--- src/rtl/img_pkt_pkg.sv ---
// Shared definitions for the camera frame pack/unpack path: header word,
// FSM state encoding and line-geometry derivations.
package img_pkt_pkg;

    localparam logic [31:0] IMG_FRAME_HEAD_DEF = 32'hf05aa50f;

    typedef enum logic [2:0] {
        IDLE,
        FSTART,
        HEAD,
        LREQ,
        LINE,
        DONE
    } state_t;

    // Bytes carried by one image line.
    function automatic int unsigned line_bytes(input int unsigned h_pixel,
                                               input int unsigned bpp);
        return h_pixel * bpp;
    endfunction

    // 64-bit DDR words per line; the line byte count must be a multiple of 8.
    function automatic int unsigned words_per_line(input int unsigned h_pixel,
                                                   input int unsigned bpp);
        return line_bytes(h_pixel, bpp) / 8;
    endfunction

endpackage

--- src/rtl/img_frame_unpack_tx_if.sv ---
// Valid/ready stream bundle with an end-of-frame marker, used for both the
// 64-bit DDR word side and the byte-wide transmit side.
interface img_frame_unpack_tx_if #(
    parameter int unsigned DW = 8
);
    logic          valid;
    logic [DW-1:0] data;
    logic          ready;
    logic          last;

    modport master (output valid, output data, output last, input ready);
    modport slave  (input valid, input data, input last, output ready);
endinterface

--- src/rtl/img_frame_unpack_tx_unpack.sv ---
// 64->8 unpacker: one holding register emitted MSB byte first, refilled in the
// same cycle its final byte leaves so back-to-back words stream without bubbles.
module word_to_byte_unpack (
    input  logic        clk,
    input  logic        rst_n,
    input  logic        in_valid,
    input  logic [63:0] in_data,
    output logic        in_ready,
    output logic        out_valid,
    output logic [7:0]  out_data,
    input  logic        out_ready,
    output logic        out_last
);

    logic [63:0] hold;
    logic [2:0]  idx;
    logic        full;

    assign out_valid = full;
    assign out_data  = hold[63:56];
    assign out_last  = full & (idx == 3'd7);
    assign in_ready  = ~full | (out_last & out_ready);

    // Holding register: load on accept, shift left one byte per accepted output byte.
    always_ff @(posedge clk or negedge rst_n) begin
        if (!rst_n) begin
            hold <= '0;
            idx  <= '0;
            full <= 1'b0;
        end else if (in_valid && in_ready) begin
            hold <= in_data;
            idx  <= '0;
            full <= 1'b1;
        end else if (full && out_ready) begin
            if (idx == 3'd7) begin
                hold <= '0;
                full <= 1'b0;
            end else begin
                hold <= {hold[55:0], 8'h00};
                idx  <= idx + 3'd1;
            end
        end
    end

endmodule

--- src/rtl/img_frame_unpack_tx.sv ---
// Frame readback transmitter: header, per-line DDR requests and byte unpacking
// of the stored frame onto the host byte stream.
module img_frame_unpack_tx
    import img_pkt_pkg::*;
#(
    parameter logic [31:0] IMG_FRAME_HEAD  = IMG_FRAME_HEAD_DEF,
    parameter logic [15:0] CMOS_H_PIXEL    = 16'd640,
    parameter logic [15:0] CMOS_V_PIXEL    = 16'd480,
    parameter int unsigned BYTES_PER_PIXEL = 2
) (
    input  logic                        clk,
    input  logic                        rst_n,
    input  logic                        start,
    output logic                        busy,
    output logic                        frame_start,
    output logic                        line_req,
    output logic                        frame_done,
    img_frame_unpack_tx_if.slave        word,
    img_frame_unpack_tx_if.master       tx
);

    localparam logic [15:0] WPL =
        16'(words_per_line(32'(CMOS_H_PIXEL), BYTES_PER_PIXEL));

    state_t      state, state_next;
    logic [1:0]  hcnt;
    logic [15:0] word_cnt;
    logic [15:0] line_cnt;

    logic        in_line;
    logic        allow;
    logic        unp_in_ready;
    logic        unp_out_valid;
    logic [7:0]  unp_out_data;
    logic        unp_out_last;
    logic        word_take;
    logic        last_word;
    logic        last_line;
    logic        line_end;
    logic [7:0]  head_byte;

    assign in_line   = (state == LINE);
    assign allow     = in_line & (word_cnt < WPL);
    assign word.ready = unp_in_ready & allow;
    assign word_take = word.valid & word.ready;
    // Once all words of the line are taken, the holding register holds the last one.
    assign last_word = (word_cnt == WPL);
    assign last_line = (line_cnt == CMOS_V_PIXEL - 16'd1);
    assign line_end  = in_line & unp_out_valid & unp_out_last & tx.ready & last_word;

    word_to_byte_unpack u_unpack (
        .clk       (clk),
        .rst_n     (rst_n),
        .in_valid  (word.valid & allow),
        .in_data   (word.data),
        .in_ready  (unp_in_ready),
        .out_valid (unp_out_valid),
        .out_data  (unp_out_data),
        .out_ready (tx.ready & in_line),
        .out_last  (unp_out_last)
    );

    // Header byte select, MSB first.
    always_comb begin
        head_byte = IMG_FRAME_HEAD[31:24];
        case (hcnt)
            2'd0: head_byte = IMG_FRAME_HEAD[31:24];
            2'd1: head_byte = IMG_FRAME_HEAD[23:16];
            2'd2: head_byte = IMG_FRAME_HEAD[15:8];
            2'd3: head_byte = IMG_FRAME_HEAD[7:0];
            default: head_byte = IMG_FRAME_HEAD[31:24];
        endcase
    end

    // State register.
    always_ff @(posedge clk or negedge rst_n) begin
        if (!rst_n) begin
            state <= IDLE;
        end else begin
            state <= state_next;
        end
    end

    // Next-state and output decode; stream outputs depend only on registered state.
    always_comb begin
        state_next  = state;
        busy        = (state != IDLE);
        frame_start = 1'b0;
        line_req    = 1'b0;
        frame_done  = 1'b0;
        tx.valid    = 1'b0;
        tx.data     = '0;
        tx.last     = 1'b0;
        case (state)
            IDLE: begin
                if (start) state_next = FSTART;
            end
            FSTART: begin
                frame_start = 1'b1;
                state_next  = HEAD;
            end
            HEAD: begin
                tx.valid = 1'b1;
                tx.data  = head_byte;
                if (tx.ready && hcnt == 2'd3) state_next = LREQ;
            end
            LREQ: begin
                line_req   = 1'b1;
                state_next = LINE;
            end
            LINE: begin
                tx.valid = unp_out_valid;
                tx.data  = unp_out_valid ? unp_out_data : '0;
                tx.last  = unp_out_valid & unp_out_last & last_word & last_line;
                if (line_end) state_next = last_line ? DONE : LREQ;
            end
            DONE: begin
                frame_done = 1'b1;
                state_next = IDLE;
            end
            default: state_next = IDLE;
        endcase
    end

    // Header byte, word-per-line and line counters.
    always_ff @(posedge clk or negedge rst_n) begin
        if (!rst_n) begin
            hcnt     <= '0;
            word_cnt <= '0;
            line_cnt <= '0;
        end else begin
            case (state)
                FSTART: begin
                    hcnt     <= '0;
                    line_cnt <= '0;
                end
                HEAD: begin
                    if (tx.ready) hcnt <= hcnt + 2'd1;
                end
                LREQ: begin
                    word_cnt <= '0;
                end
                LINE: begin
                    if (word_take) word_cnt <= word_cnt + 16'd1;
                    if (line_end)  line_cnt <= line_cnt + 16'd1;
                end
                default: ;
            endcase
        end
    end

endmodule

--- src/flat_wrapper.sv ---
// flat-port wrapper written by rule: the top's interface ports become plain ports
module img_frame_unpack_tx_flat import img_pkt_pkg::*;
#(
    parameter logic [31:0] IMG_FRAME_HEAD  = IMG_FRAME_HEAD_DEF,
    parameter logic [15:0] CMOS_H_PIXEL    = 16'd640,
    parameter logic [15:0] CMOS_V_PIXEL    = 16'd480,
    parameter int unsigned BYTES_PER_PIXEL = 2
)
  (clk, rst_n, start, busy, frame_start, line_req, frame_done, word_valid, word_data, word_last, word_ready, tx_valid, tx_data, tx_last, tx_ready);
  img_frame_unpack_tx_if #(.DW(64)) word_i ();
  img_frame_unpack_tx_if #(.DW(8)) tx_i ();
  input  logic clk;
  input  logic rst_n;
  input  logic start;
  output logic busy;
  output logic frame_start;
  output logic line_req;
  output logic frame_done;
  input wire logic [$bits(word_i.valid)-1:0] word_valid;
  input wire logic [$bits(word_i.data)-1:0] word_data;
  input wire logic [$bits(word_i.last)-1:0] word_last;
  output wire logic [$bits(word_i.ready)-1:0] word_ready;
  output wire logic [$bits(tx_i.valid)-1:0] tx_valid;
  output wire logic [$bits(tx_i.data)-1:0] tx_data;
  output wire logic [$bits(tx_i.last)-1:0] tx_last;
  input wire logic [$bits(tx_i.ready)-1:0] tx_ready;
  assign word_i.valid = word_valid;
  assign word_i.data = word_data;
  assign word_i.last = word_last;
  assign word_ready = word_i.ready;
  assign tx_valid = tx_i.valid;
  assign tx_data = tx_i.data;
  assign tx_last = tx_i.last;
  assign tx_i.ready = tx_ready;
  img_frame_unpack_tx #(.IMG_FRAME_HEAD(IMG_FRAME_HEAD), .CMOS_H_PIXEL(CMOS_H_PIXEL), .CMOS_V_PIXEL(CMOS_V_PIXEL), .BYTES_PER_PIXEL(BYTES_PER_PIXEL)) u_core (.clk(clk), .rst_n(rst_n), .start(start), .busy(busy), .frame_start(frame_start), .line_req(line_req), .frame_done(frame_done), .word(word_i), .tx(tx_i));
endmodule
--- config.mk ---
export PLATFORM = sky130hd
export DESIGN_NAME = img_frame_unpack_tx_flat
export DESIGN_NICKNAME = d
export VERILOG_FILES = /design/src/rtl/img_pkt_pkg.sv /design/src/rtl/img_frame_unpack_tx_if.sv /design/src/rtl/img_frame_unpack_tx_unpack.sv /design/src/rtl/img_frame_unpack_tx.sv /design/src/flat_wrapper.sv
export SDC_FILE = /design/constraint.sdc
export NUM_CORES = 1
export LEC_CHECK = 0
export CAP_MARGIN = 40
export CORE_ASPECT_RATIO = 1.75
export CORE_MARGIN = 2
export CORE_UTILIZATION = 54
export DETAILED_ROUTE_END_ITERATION = 12
export GPL_TIMING_DRIVEN = 0
export PLACE_DENSITY = 0.78
export SETUP_SLACK_MARGIN = 0.5
export SLEW_MARGIN = 25
export SYNTH_ARGS = -nofsm -noshare
export SYNTH_HDL_FRONTEND = slang
export SYNTH_SLANG_ARGS = --single-unit
--- constraint.sdc ---
create_clock -name clk -period 2.9 [get_ports clk]
set_clock_uncertainty 0.2 [all_clocks]
set_input_delay 0.29 -clock clk [delete_from_list [all_inputs] [get_ports clk]]
set_output_delay 0.29 -clock clk [all_outputs]
set_load 0.005 [all_outputs]
# Yosys cells after proc, flatten, opt, wreduce, memory -nomap -nowiden
# Cells that the tools add are included.
# word_totals
input_bits	70
reg_bits	105
word_cells	90
mem_count	0
latch_bits	0
rom_bits	0
mem_bits_rw	0
# op_classes
n_eq_ne	17
multipliers	0
div	0
n_lt_le_gt_ge	1
add_sub_neg	4
shifts	0
n_mux	28
bitwise	16
n_reduce_logical	17
# op_table
operator	n
64-bit 2-to-1 mux	3
16-bit case mux with 2 select lines	2
16-bit by 1-bit adder with 16-bit output, second input constant	2
16-bit 2-to-1 mux	2
8-bit case mux with 4 select lines	1
3-bit 2-to-1 mux	7
16-bit by 8-bit equality test with 1-bit output, second input constant	1
16-bit by 9-bit equality test with 1-bit output, second input constant	1
16-bit by 8-bit less-than comparator with 1-bit output, second input constant	1
8-bit case mux with 2 select lines	1
3-bit case mux with 5 select lines	1
1-bit bitwise AND	14
2-bit AND reduction	5
2-bit nonzero test	5
3-bit equality test, second input constant	3
8-bit 2-to-1 mux	1
2-bit inequality test, second input constant	4
1-bit 2-to-1 mux	7
3-bit by 2-bit equality test with 1-bit output, second input constant	2
2-bit equality test, second input constant	2
2-bit by 1-bit inequality test with 1-bit output, second input constant	2
2-bit case mux with 2 select lines	1
3-bit by 1-bit adder with 3-bit output, second input constant	1
3-bit by 1-bit equality test with 1-bit output, second input constant	1
other kinds (11)	13

# Depth between registers and ports, before layout
# logic_depth
ltp_word	8
mapped_depth	9
depth_no_buf	6

# Cells and area by module
# Synthesis repeated with hierarchy kept, for this count alone.
# hier_totals
cells_unflattened	747
hier_area_um2	6687.7
# modules_own_cells
mod	cells_per_inst	n_inst	area_each_um2
word_to_byte_unpack	513	1	4518.1
img_frame_unpack_tx	234	1	2169.6

# Worst setup path before layout
# No wires, ideal clock.
# synth_path
path_type	reg2reg
start	register u_core.u_unpack.idx[0]
end	register u_core.u_unpack.hold[37]
setup_time_ps	66
path_stages_with_launch	9
n_path_buf	2
path_slack_ps	731
t_arrival_ps	1903
path_cell_list	dfrtp_1 ha_1 ha_1 buf_2 a21bo_2 and4_1 a21boi_2 clkbuf_1 a221o_1
# synth_via
elab_chain_len	6
# synth_rtl
element	line	source
start, declared	img_frame_unpack_tx_unpack.sv:16	logic [2:0] idx;
start signal, assigned	img_frame_unpack_tx_unpack.sv:40	idx <= idx + 3'd1;
3-bit equality test (*)	img_frame_unpack_tx_unpack.sv:21, img_frame_unpack_tx_unpack.sv:35	
1-bit bitwise AND	img_frame_unpack_tx_unpack.sv:21	assign out_last = full & (idx == 3'd7);
1-bit bitwise AND	img_frame_unpack_tx_unpack.sv:22	assign in_ready = ~full | (out_last & out_ready);
1-bit bitwise OR	img_frame_unpack_tx_unpack.sv:22	
1-bit logical AND	img_frame_unpack_tx_unpack.sv:30	end else if (in_valid && in_ready) begin
64-bit 2-to-1 mux or 2-bit nonzero test (tied branches)	n/a	
end signal, assigned	img_frame_unpack_tx_unpack.sv:31	hold <= in_data;
end signal, assigned	img_frame_unpack_tx_unpack.sv:39	hold <= {hold[55:0], 8'h00};
end, declared	img_frame_unpack_tx_unpack.sv:15	logic [63:0] hold;
# Mark *: on every way between the ends. The rest lies on a longest branch, timed or not. The select of a mux whose other input is x is not followed.
# A chain may end at the register's enable or synchronous reset.

# Worst setup path in the final report
# layout_path
start	register u_core.state[1]
end	output tx_last
# layout_via
elab_chain_len	2
# layout_rtl
element	line	source
start, declared	img_frame_unpack_tx.sv:25	state_t state, state_next;
start signal, assigned	img_frame_unpack_tx.sv:80	state <= state_next;
3-bit equality test	img_frame_unpack_tx.sv:94	case (state)
1-bit 2-to-1 mux	img_frame_unpack_tx.sv:94	
end, declared	flat_wrapper.sv:25	output wire logic [$bits(tx_i.last)-1:0] tx_last;
# Every way passes these cells.

==> flow_summary.json <==
{
  "cts-root-buf": "clkbuf_16",
  "fmax_mhz": 403,
  "syn_avg_cell_area_um2": 10.8,
  "fillCellCount": 697,
  "dp_slack_ns": -0.00405,
  "crit_type": "reg -> out",
  "rsz0062_at_grt": "yes",
  "drive_gt1_share_pct": 18.6,
  "start_util_pct": 55.3,
  "cts.htree.levels": 3,
  "via_count": 4492,
  "highest_layer": "met4",
  "crit_fanout": 5,
  "synthCells": 481,
  "yosys_most_used_dff": "dfrtp_1",
  "switching_share_pct": 31.4,
  "dp_hpwl_um": 9760,
  "ys_ff_latch": 105,
  "wire_per_inst_um": 19.0,
  "synthArstFlopShare_pct": 100,
  "synth_largest_area_cell": "dfrtp_1",
  "slowest_delay_ns": 0.39,
  "n_antenna_cell": 0,
  "die_h_um": 134,
  "drv_cap": 0,
  "wl_met2_um": 7720,
  "pwr-share-clk_pct": 22.4,
  "ioPinCount": 85,
  "dieArea_um2": 10500,
  "slew-limit-headroom_pct": 66.9,
  "cpMostUsedCell": "buf_6",
  "grtUsageTotal_pct": 27.6,
  "dr.pass1.iters": 6,
  "synth_top_area_share_pct": 50.5,
  "cp.arrival_ns": 1.99,
  "slowest_stage": "dfrtp_1",
  "antenna_found_initial": 0,
  "ys_warn_count": 0,
  "tritoncts": "built",
  "core_area_um2": 9410,
  "areaGrowthSynthToFinish_pct": 33.5,
  "min_path_type": "in -> async",
  "clk_pin_slew_ns": 0.07,
  "worst_setup_path_start_kind": "register",
  "worst_pin_slew_ns": 0.494,
  "required_ns": 2.41,
  "wl_met1_um": 5230,
  "fin_nets": 691,
  "vias_per_cell": 6.08,
  "synth_nets": 560,
  "period_minus_slack_ns": 2.48,
  "peakVddDrop_mv": 0.555,
  "grt_overflow": 0,
  "ys_types": 50,
  "p_int_mw": 3.49,
  "cts_sinks": 105,
  "wl_um": 14000,
  "gp_congestion": 0.877,
  "grt_pass1_vias": 4627,
  "insertion_delay_ns": 0.35,
  "routed-wl-met3_um": 515,
  "pwr-share-seq_pct": 44.5,
  "fp-row-count": 47,
  "cp_cell_sequence": "buf_6, and4bb_2, buf_6, buf_4, buf_6, nand2_4, nor4_4, buf_2",
  "synthTopCellsByArea": "dfrtp_1 (51%), a221o_1 (11%), and2_1 (7.7%), nand2_1 (3.1%), nand3_1 (2.6%)",
  "numCtsBuffers": 9,
  "placed_area_um2": 6210,
  "drc": 0,
  "hold_viol_final": 0,
  "yosysSeqAreaShare_pct": 50.5,
  "setup_viol": 0,
  "ant_nets": 0,
  "p_leak_nw": 3.23,
  "combPwrFrac_pct": 33.1,
  "grt_max_degree": 76,
  "maxSlewViolCount": 0,
  "die_width_um": 78.2,
  "fin_crit_sh_pct": 85.5,
  "end_kind": "output pin",
  "power_density_nw_per_um2": 733,
  "grt_pass1_wl_um": 22600,
  "outcome": "completed",
  "worst_slack_ns": 0.420,
  "ctsLongestPathBuffers": 2,
  "fin_area_um2": 6950,
  "drt-initial-drc-count": 250,
  "switchingPower_mw": 1.60,
  "synth_area_um2": 5200,
  "synth-edff-count": 0,
  "portBuffers": 83
}
[cells in the mapped netlist, types with 5 or more instances]
cell	count
mux2i_1	7
inv_1	8
clkbuf_1	13
and4_1	5
nand2b_1	6
nand2_1	43
o21ai_0	17
buf_6	7
dfrtp_1	105
nand3_1	27
nand4_1	8
or4_1	13
buf_2	13
a21oi_1	17
a221o_1	56
and2_1	64
o31ai_1	13
ha_1	9
[cell usage in the layout, fill, tap and decap left out, types with 6 or more instances in the layout]
cell type	Yosys	routed
a21oi_1	17	17
a221o_1	56	56
and2_1	64	64
buf_2	13	10
buf_4	1	31
buf_6	7	16
clkbuf_1	13	7
clkbuf_16	0	9
clkdlybuf4s50_1	0	70
dfrtp_1	105	103
dlygate4sd2_1	0	6
ha_1	9	6
mux2i_1	7	7
nand2_1	43	42
nand2b_1	6	6
nand3_1	27	26
nand4_1	8	8
o21ai_0	17	15
o31ai_1	13	13
or4_1	13	13
[worst max-delay path: cells and delay by family (launching register included)]
family                 cells  cell delay (ns)
flip-flops                 1             0.39
buffers and inverters      5             0.60
AND/OR/NAND/NOR            3             0.65
[power by group through the flow]
stage                     Clock [mW]  Sequential, mW  Combinational [mW]
after detailed placement           0            2.26                1.35
final                           1.14            2.26                1.69
after CTS                       1.16            2.25                1.56
after global placement             0            2.24                1.28
after floorplan                    0            2.15               0.895
after global routing            1.21            2.32                1.83
[state kept, by name, indices dropped and copies added, names as in the netlist]
signal and cells:
u_core.u_unpack.out_valid 1, u_core.state 3, u_core.hcnt 2, u_core.word_cnt 16
u_core.u_unpack.idx 3, u_core.line_cnt 16, u_core.u_unpack.hold 64
[timing repair]
item / 4_1_cts / 5_1_grt
buffers inserted: 19 / 14
pin swaps: 6 / 6
gates resized for setup: 50 / 30
endpoints found under the hold margin: 33 / 0
gates cloned: 1 / 1
endpoints found under the setup margin: 82 / 33
hold buffers: 1 / 0
[per-layer routing]
| layer | up-vias | global-route usage (%) |
|---|---|---|
| li1 | 2063 | - |
| met1 | 2225 | 30.4 |
| met2 | 158 | 51.2 |
| met3 | 46 | 3.84 |
| met4 | 0 | 13.5 |
| met5 | - | 0 |
[cell type report]
type | count | area (um^2) | share of cell area, %
Sequential cell | 105 | 2630 | 37.9
Inverter | 8 | 32.5 | 0.468
Timing Repair Buffer | 120 | 1140 | 16.5
Clock inverter | 6 | 42.5 | 0.613
Buffer | 35 | 270 | 3.89
Tap cell | 122 | 153 | 2.20
Clock buffer | 10 | 229 | 3.30
Multi-Input combinational cell | 333 | 2440 | 35.2
[through the flow]
step           util [%]  power, mW  hold WS [ns]  instances   TNS, ns
2_1_floorplan         -       3.05        -0.206        481         0
3_3_place_gp       65.7       3.51         0.283        686   -271.17
3_5_place_dp       66.0       3.61       -0.0109        687  -0.00405
4_1_cts            72.0       4.97         0.187        724         0
5_1_grt            73.8       5.36         0.200        739         0
6_report           73.8       5.09         0.184        739         0
[path summary, 6_finish.rpt]
| kind | startpoint | endpoint | slack, ns | depth (start not counted) |
|---|---|---|---|---|
| min | rst_n | u_core.word_cnt[11] | 0.18 | 2 |
| max in group asynchronous | rst_n | u_core.u_unpack.hold[21] | 1.66 | 3 |
| max | u_core.state[1] | tx_last | 0.42 | 8 |
| min in group clk | word_data[7] | u_core.u_unpack.hold[7] | 0.31 | 3 |
| max reg2reg | u_core.u_unpack.idx[0] | u_core.line_cnt[8] | 0.48 | 8 |
| min reg2reg | u_core.u_unpack.hold[43] | u_core.u_unpack.hold[43] | 0.31 | 1 |
[kinds of logic after synthesis]
family / count (synthesis) / share of synthesized area (%)
xor+xnor: 1 / 0.168
mux: 7 / 1.35
simple gates: 202 / 23.7
compound gates: 114 / 17.6
fa+ha+maj: 9 / 2.17
flops: 105 / 50.5
buf+inv: 43 / 4.50
Power figures use the tool's default switching activity.
